--- src/rtl/driver_rx.sv ---
// LED-driver serial link receiver: recovers channel words from dck/dai/lat.
// Optional dck inactivity abort: define DRIVER_RX_TIMEOUT_EN.
module driver_rx #(
    parameter int c_ledboards = 30,
    parameter int c_bpc       = 12,
    parameter int c_timeout   = 4096
) (
    input  logic                                 i_clk,
    input  logic                                 i_rst,
    input  logic                                 i_dck,
    input  logic                                 i_dai,
    input  logic                                 i_lat,
    output logic                                 o_wen,
    output logic [$clog2(c_ledboards*32)-1:0]    o_addr,
    output logic [c_bpc-1:0]                     o_data,
    output logic                                 o_frame,
    output logic                                 o_err,
    output logic [$clog2(c_ledboards*32+1)-1:0]  o_count
);

    localparam int c_channels = c_ledboards * 32;
    localparam int AW = $clog2(c_channels);
    localparam int CW = $clog2(c_channels + 1);
    localparam int BW = $clog2(c_bpc);

    logic dck_m_q, dck_m_d, dck_s_q, dck_s_d, dck_p_q, dck_p_d;
    logic lat_m_q, lat_m_d, lat_s_q, lat_s_d, lat_p_q, lat_p_d;
    logic dai_m_q, dai_m_d, dai_s_q, dai_s_d;

    logic [c_bpc-1:0] sh_q, sh_d;
    logic [BW-1:0]    bit_q, bit_d;
    logic [CW-1:0]    wcnt_q, wcnt_d;
    logic             ovf_q, ovf_d;

    logic             wr_pend_q, wr_pend_d;
    logic [AW-1:0]    wr_addr_q, wr_addr_d;
    logic [c_bpc-1:0] wr_data_q, wr_data_d;
    logic             frm_pend_q, frm_pend_d;
    logic             err_pend_q, err_pend_d;
    logic [CW-1:0]    cnt_hold_q, cnt_hold_d;

    logic             o_wen_q, o_wen_d;
    logic [AW-1:0]    o_addr_q, o_addr_d;
    logic [c_bpc-1:0] o_data_q, o_data_d;
    logic             o_frame_q, o_frame_d;
    logic             o_err_q, o_err_d;
    logic [CW-1:0]    o_count_q, o_count_d;

    logic dck_rise, lat_rise;

`ifdef DRIVER_RX_TIMEOUT_EN
    localparam int TW = $clog2(c_timeout + 1);
    logic [TW-1:0] idle_q, idle_d;
`else
    logic unused_timeout;
    assign unused_timeout = ^c_timeout;
`endif

    assign dck_rise = dck_s_q & ~dck_p_q;
    assign lat_rise = lat_s_q & ~lat_p_q;

    always_comb begin
        dck_m_d = i_dck;
        dck_s_d = dck_m_q;
        dck_p_d = dck_s_q;
        lat_m_d = i_lat;
        lat_s_d = lat_m_q;
        lat_p_d = lat_s_q;
        dai_m_d = i_dai;
        dai_s_d = dai_m_q;

        sh_d       = sh_q;
        bit_d      = bit_q;
        wcnt_d     = wcnt_q;
        ovf_d      = ovf_q;
        wr_pend_d  = 1'b0;
        wr_addr_d  = wr_addr_q;
        wr_data_d  = wr_data_q;
        frm_pend_d = frm_pend_q;
        err_pend_d = err_pend_q;
        cnt_hold_d = cnt_hold_q;

        o_wen_d   = wr_pend_q;
        o_addr_d  = o_addr_q;
        o_data_d  = o_data_q;
        o_frame_d = 1'b0;
        o_err_d   = 1'b0;
        o_count_d = o_count_q;

        // A pending write always goes first; the strobe waits a cycle.
        if (wr_pend_q) begin
            o_addr_d = wr_addr_q;
            o_data_d = wr_data_q;
        end else if (frm_pend_q || err_pend_q) begin
            o_frame_d  = frm_pend_q;
            o_err_d    = err_pend_q;
            o_count_d  = cnt_hold_q;
            frm_pend_d = 1'b0;
            err_pend_d = 1'b0;
        end

        if (dck_rise) begin
            sh_d = {sh_q[c_bpc-2:0], dai_s_q};
            if (bit_q == BW'(c_bpc - 1)) begin
                bit_d = '0;
                if (wcnt_q != CW'(c_channels)) begin
                    wr_pend_d = 1'b1;
                    wr_data_d = sh_d;
                    wr_addr_d = AW'(c_channels - 1) - AW'(wcnt_q);
                    wcnt_d    = wcnt_q + 1'b1;
                end else begin
                    ovf_d = 1'b1;
                end
            end else begin
                bit_d = bit_q + 1'b1;
            end
        end

`ifdef DRIVER_RX_TIMEOUT_EN
        idle_d = idle_q;
        if (dck_rise || lat_rise || bit_q == '0) begin
            idle_d = '0;
        end else if (idle_q == TW'(c_timeout - 1)) begin
            idle_d = '0;
            bit_d  = '0;
            sh_d   = '0;
            ovf_d  = 1'b1;
        end else begin
            idle_d = idle_q + 1'b1;
        end
`endif

        // Latch judges the counters after any same-cycle bit.
        if (lat_rise) begin
            if (wcnt_d == CW'(c_channels) && bit_d == '0 && !ovf_d)
                frm_pend_d = 1'b1;
            else
                err_pend_d = 1'b1;
            cnt_hold_d = wcnt_d;
            bit_d      = '0;
            wcnt_d     = '0;
            sh_d       = '0;
            ovf_d      = 1'b0;
        end
    end

    always_ff @(posedge i_clk or posedge i_rst) begin
        if (i_rst) begin
            dck_m_q    <= 1'b0;
            dck_s_q    <= 1'b0;
            dck_p_q    <= 1'b0;
            lat_m_q    <= 1'b0;
            lat_s_q    <= 1'b0;
            lat_p_q    <= 1'b0;
            dai_m_q    <= 1'b0;
            dai_s_q    <= 1'b0;
            sh_q       <= '0;
            bit_q      <= '0;
            wcnt_q     <= '0;
            ovf_q      <= 1'b0;
            wr_pend_q  <= 1'b0;
            wr_addr_q  <= '0;
            wr_data_q  <= '0;
            frm_pend_q <= 1'b0;
            err_pend_q <= 1'b0;
            cnt_hold_q <= '0;
            o_wen_q    <= 1'b0;
            o_addr_q   <= '0;
            o_data_q   <= '0;
            o_frame_q  <= 1'b0;
            o_err_q    <= 1'b0;
            o_count_q  <= '0;
`ifdef DRIVER_RX_TIMEOUT_EN
            idle_q     <= '0;
`endif
        end else begin
            dck_m_q    <= dck_m_d;
            dck_s_q    <= dck_s_d;
            dck_p_q    <= dck_p_d;
            lat_m_q    <= lat_m_d;
            lat_s_q    <= lat_s_d;
            lat_p_q    <= lat_p_d;
            dai_m_q    <= dai_m_d;
            dai_s_q    <= dai_s_d;
            sh_q       <= sh_d;
            bit_q      <= bit_d;
            wcnt_q     <= wcnt_d;
            ovf_q      <= ovf_d;
            wr_pend_q  <= wr_pend_d;
            wr_addr_q  <= wr_addr_d;
            wr_data_q  <= wr_data_d;
            frm_pend_q <= frm_pend_d;
            err_pend_q <= err_pend_d;
            cnt_hold_q <= cnt_hold_d;
            o_wen_q    <= o_wen_d;
            o_addr_q   <= o_addr_d;
            o_data_q   <= o_data_d;
            o_frame_q  <= o_frame_d;
            o_err_q    <= o_err_d;
            o_count_q  <= o_count_d;
`ifdef DRIVER_RX_TIMEOUT_EN
            idle_q     <= idle_d;
`endif
        end
    end

    assign o_wen   = o_wen_q;
    assign o_addr  = o_addr_q;
    assign o_data  = o_data_q;
    assign o_frame = o_frame_q;
    assign o_err   = o_err_q;
    assign o_count = o_count_q;

endmodule

--- config.mk ---
export PLATFORM = sky130hd
export DESIGN_NAME = driver_rx
export DESIGN_NICKNAME = d
export VERILOG_FILES = /design/src/rtl/driver_rx.sv
export SDC_FILE = /design/constraint.sdc
export NUM_CORES = 1
export LEC_CHECK = 0
export CAP_MARGIN = 20
export CORE_AREA = 4 4 123 125
export DETAILED_ROUTE_END_ITERATION = 16
export DIE_AREA = 0 0 127 129
export PLACE_DENSITY_LB_ADDON = 0.1
export RECOVER_POWER = 100
export SETUP_SLACK_MARGIN = 0.1
export SYNTH_ARGS = -nofsm -noshare
export SYNTH_HDL_FRONTEND = slang
export SYNTH_SLANG_ARGS = --single-unit
--- constraint.sdc ---
create_clock -name i_clk -period 7.7 [get_ports i_clk]
set_clock_uncertainty 0.1 [all_clocks]
set_input_delay 0.77 -clock i_clk [delete_from_list [all_inputs] [get_ports i_clk]]
set_output_delay 0.77 -clock i_clk [all_outputs]
set_load 0.02 [all_outputs]
# Yosys cells after proc, flatten, opt, wreduce, memory -nomap -nowiden
# Index checks and enable logic that the tools add are counted.
dict set report totals {
  regBits 104
  latchBits 0
  ramBits 0
  romBits 0
  output_inout_bits 35
  elab_cells 71
  n_memories 0
}
dict set report classes {
  addsub 3
  n_mul 0
  div 0
  magnitude_cmp 0
  n_eq_ne 3
  shift 0
  mux 28
  bitwise 5
  reduce_logical 8
}
# op count
set ops {}
lappend ops {{$mux W10} 4}
lappend ops {{$mux W11} 2}
lappend ops {{$mux W1} 19}
lappend ops {{$mux W4} 3}
lappend ops {{$add A10 B1 Y10 const B} 1}
lappend ops {{$eq A10 B10 Y1 const B} 1}
lappend ops {{$ne A10 B10 Y1 const B} 1}
lappend ops {{$sub A10 B10 Y10 const A} 1}
lappend ops {{$add A4 B1 Y4 const B} 1}
lappend ops {{$eq A4 B4 Y1 const B} 1}
lappend ops {{$logic_not A4 Y1} 1}
lappend ops {{$not A1 Y1} 3}
lappend ops {{$reduce_and A3 Y1} 1}
lappend ops {{$and A1 B1 Y1} 2}
lappend ops {{$logic_and A1 B1 Y1} 2}
lappend ops {{$reduce_and A2 Y1} 1}
lappend ops {{$reduce_bool A2 Y1} 1}
lappend ops {{$logic_not A1 Y1} 1}
lappend ops {{$logic_or A1 B1 Y1} 1}

# Logic depth before layout (Yosys ltp)
dict set report depth {
  ltp_word 9
  depth_mapped 8
  mapped_depth_nobuf 8
}

# Least setup slack after synthesis
# No wires, ideal clock.
dict set report synth_path {
  path_type {reg2reg}
  start {register wcnt_q[0]}
  end {register frm_pend_q}
  setup_ns 0.067
  t_arrival_ns 2.027
  required_ns 7.533
  path_slack_ns 5.506
  path_stages_with_launch 9
  path_buffers 0
  period_less_slack_ns 2.194
  path_cell_list {dfrtp_1 > inv_1 > ha_1 > nand4bb_1 > o211ai_2 > mux2i_1 > nand4b_1 > nor4b_2 > a22o_1}
}
dict set report synth_via {
  elab_chain_cells 9
}
# item line
set synth_lines {}
lappend synth_lines {{from (decl)} 32} ;# logic [CW-1:0] wcnt_q, wcnt_d;
lappend synth_lines {{from (signal assigned)} 187} ;# wcnt_q <= wcnt_d;
lappend synth_lines {{$add A10 B1 Y10 or $ne A10 B10 Y1 (tied branches)} {110, 106}}
lappend synth_lines {{$mux W10} 106} ;# if (wcnt_q != CW'(c_channels)) begin
lappend synth_lines {{$mux W10} 104} ;# if (bit_q == BW'(c_bpc - 1)) begin
lappend synth_lines {{$mux W10} 102} ;# if (dck_rise) begin
lappend synth_lines {{$eq A10 B10 Y1} 135} ;# if (wcnt_d == CW'(c_channels) && bit_d == '0 && !ovf_d)
lappend synth_lines {{$logic_and A1 B1 Y1} 135}
lappend synth_lines {{$logic_and A1 B1 Y1 *} 135}
lappend synth_lines {{$mux W1 *} 135}
lappend synth_lines {{$mux W1 *} 134} ;# if (lat_rise) begin
lappend synth_lines {{via frm_pend_d} 38} ;# logic frm_pend_q, frm_pend_d;
lappend synth_lines {{to (signal assigned)} 192} ;# frm_pend_q <= frm_pend_d;
lappend synth_lines {{to (decl)} 38}
# The timed path passes the listed nets; every way through them passes the cells marked *.
# A chain may end at the register's enable or synchronous reset.

# Final worst setup path
dict set report layout_path {
  start {register wcnt_q[6]}
  end {register wr_data_q[10]}
}
dict set report layout_via {
  elab_chain_cells 2
}
# item line
set layout_lines {}
lappend layout_lines {{$ne A10 B10 Y1} 106}
lappend layout_lines {{$reduce_and A3 Y1 (no source line)} -}
lappend layout_lines {{to (signal assigned)} 191} ;# wr_data_q <= wr_data_d;
lappend layout_lines {{to (decl)} 37} ;# logic [c_bpc-1:0] wr_data_q, wr_data_d;
# Every way passes these cells.

==> results.yml <==
die:
  core_mm2: 0.0139
  die-area_mm2: 0.0164
  start_util_pct: 30.0
  die_x_um: 127
  ios: 40
  placementRows: 43
  fp.dieH_um: 129
place:
  port_buffers: 39
  gp_congestion: 0.792
  hpwl_mm: 5.44
  dp.cells: 574
power_and_ir_drop:
  ir_drop_uv: 92.1
  p_int_uw: 852
  total_power_uw: 1080
  clkPwrFrac_pct: 45.6
  switching_share_pct: 21.2
  power_density_mw_per_mm2: 214
  p_comb_share_pct: 2.9
  pwr-share-seq_pct: 51.4
  static-leakage-power_uw: 0.00245
  p_switching_uw: 230
setup_path:
  worstPathArrival_ps: 3590
  r2r-end: "wr_data_q[10]"
  r2r_cells: 7
  crit_path_max_fanout: 35
  cp-start-kind: "flip-flop"
  r2r-start: "wcnt_q[6]"
  worst_setup_path_end_kind: "flip-flop"
  path_class: "flip-flop to flip-flop"
  required_ps: 7830
  regToRegSetupSlack_ps: 4240
synth:
  ys_async_sr_fraction_pct: 100
  synthTopCellsByCount: "dfrtp_1 (104), nand2_1 (85), mux2_2 (32), o21ai_0 (22), a21oi_1 (18)"
  yosys.area.top_type: "dfrtp_1"
  yosysMostFrequentCell: "dfrtp_1"
  ys_seq_area_share_pct: 62.5
  synth_area_mm2: 0.00417
  ys.flop_type: "dfrtp_1"
  syn_avg_cell_area_um2: 11.3
  netlist_instances: 369
  synth_area_leaders: "dfrtp_1 (62%), mux2_2 (8.6%), nand2_1 (7.7%), o21ai_0 (2.6%), a21oi_1 (2.2%)"
  synth_top_area_share_pct: 62.5
  synth_edf_count: 0
  ys_types: 39
  yosys_warnings: 0
  synth_fp_nets: 379
  ys_seq_elements: 104
final_layout:
  nets: 415
  final_cells: 590
  multi_input_area_mm2: 0.00145
  final.fill_count: 1408
  ff_latch_area_mm2: 0.00260
  finish.utilization_pct: 36.4
  antennaDiodeCount: 0
  area_growth_pct: 21.1
  drive_gt1_share_pct: 12.7
clocking:
  clock_path_buffers: 2
  cts.sinks: 104
  postCtsSetupRepairBufs: 0
  cts_tree: "done"
  cts_root_buffer: "clkbuf_16"
  cts-hold-fix-buffers: 0
  clock_latency_ps: 340
  cts_buffers: 9
  path_clk_slew_ps: 70
  htreeDepth: 3
  cts.repair.resized: 0
worst_hold_path:
  hold_end: "dai_s_q"
  hp-class: "flip-flop to flip-flop"
  whs_path_depth: 0
  worstHoldStart: "dai_m_q"
detailed_routing:
  totalWireLength_mm: 8.44
  vias: 2664
  drt.antenna.violating_nets: 0
  drt-pass1-iter-count: 4
  wire_per_inst_um: 14.3
  drt-vias-per-instance: 4.52
  drtIter0Drc: 188
  drc: 0
timing:
  maxSlewViolCount: 114
  max_slew_margin_pct: -51.1
  hold_slack_ps: 250
  rsz0062_at_grt: "false"
  fin_crit_ps: 3460
  finalSetupTns_ps: 0
  final-setup-viol-count: 0
  fmax_ghz: 0.289
  hold_violations: 0
  finalCritPeriodShare_pct: 45.0
  tightest_slew_ps: 2250
grt:
  grt.overflow.total: 0
  grt_max_degree: 57
  first_global_vias: 2790
  antenna_found_initial: 0
  grt_pass1_wl_mm: 14.6
  grtUsageTotal_pct: 11.2
run_status:
  violations: "capacitance limit, slew limit"
  status: "complete, but fails checks"
job:
  maxCapViolCount: 3
per-layer routing:
layer  track usage, %  routed length, um  vias up
li1                 -                  -     1320
met1             16.7               4520     1292
met2             15.8               3440       44
met3             2.70                340        8
met4             4.16                132        0
met5                0                  0        -
worst max path at each step:
stage / from / to / slack, ps / cells after the start
5_1_grt: wcnt_q[6] / wr_data_q[0] / 3860 / 7
6_report: wcnt_q[6] / wr_data_q[10] / 4240 / 7
3_3_place_gp: i_rst / o_data[10] / 5070 / 3
2_1_floorplan: i_rst / bit_q[0] / 4100 / 1
4_1_cts: dck_p_d / frm_pend_q / 5120 / 6
3_5_place_dp: i_rst / o_addr[7] / 5080 / 3
cells in the final DEF, fill, tap and decap left out, types with 2 or more instances in the layout:
master,instances
a21oi_1,18
and2_0,2
and3_1,3
buf_4,2
bufinv_16,2
clkbuf_1,2
clkbuf_16,9
clkinv_2,3
dfrtp_1,104
dlygate4sd3_1,39
ha_1,5
inv_1,7
mux2_2,32
nand2_1,86
nand2b_1,2
nand3_1,6
nand4b_1,4
nand4bb_1,3
nor2_1,16
nor2b_1,4
nor3_1,5
o211ai_1,3
o21ai_0,23
xnor2_1,6
xor2_1,4
registers in the layout, summed over array words and instances, names as in the netlist:
register / count
bit_q: 4
cnt_hold_q: 10
dai_m_q: 1
dai_s_q: 1
dck_m_q: 1
dck_p_d: 1
dck_p_q: 1
err_pend_q: 1
frm_pend_q: 1
lat_m_q: 1
lat_p_d: 1
lat_p_q: 1
o_addr: 10
o_count: 10
o_data: 12
o_err: 1
o_frame: 1
o_wen: 1
o_wen_d: 1
ovf_q: 1
sh_q: 11
wcnt_q: 10
wr_addr_q: 10
wr_data_q: 12
layout make-up:
class	instances	share of cell area (%)
sequential	104	51.6
multi-input combinational	239	28.8
timing repair buffer	43	8.18
clock buffer	10	4.74
tap	180	4.46
clock inverter	6	1.64
inverter	8	0.620
power groups by stage:
| stage | Combinational, uW | Clock (uW) | Sequential [uW] |
|---|---|---|---|
| after floorplan | 23.0 | 0 | 566 |
| after global placement | 34.3 | 0 | 566 |
| after detailed placement | 34.5 | 0 | 567 |
| after CTS | 34.5 | 511 | 556 |
| after global routing | 37.5 | 531 | 557 |
| final | 31.9 | 494 | 556 |
per-stage QoR:
step / area, um2 / setup WS [ps]
finish: 5050 / 4240
global route: 5050 / 3860
CTS: 5070 / 5120
detailed placement: 4750 / 5080
global placement: 4750 / 5070
floorplan: 4170 / 4100
kinds of logic after synthesis:
family / after synthesis / synth area share (%)
simple gates: 140 / 15.8
buf+inv: 26 / 2.34
mux: 33 / 8.89
flops: 104 / 62.5
compound gates: 51 / 6.94
fa+ha+maj: 5 / 1.50
xor+xnor: 10 / 2.10
critical path, stage by stage, from the launching register on:
cell,delay (ps)
dfrtp_1,490
ha_1,260
nand4bb_1,190
o211ai_1,290
clkbuf_1,1140
inv_1,590
nand2_1,220
nand2_1,60
(Power assumes the default switching activity.)
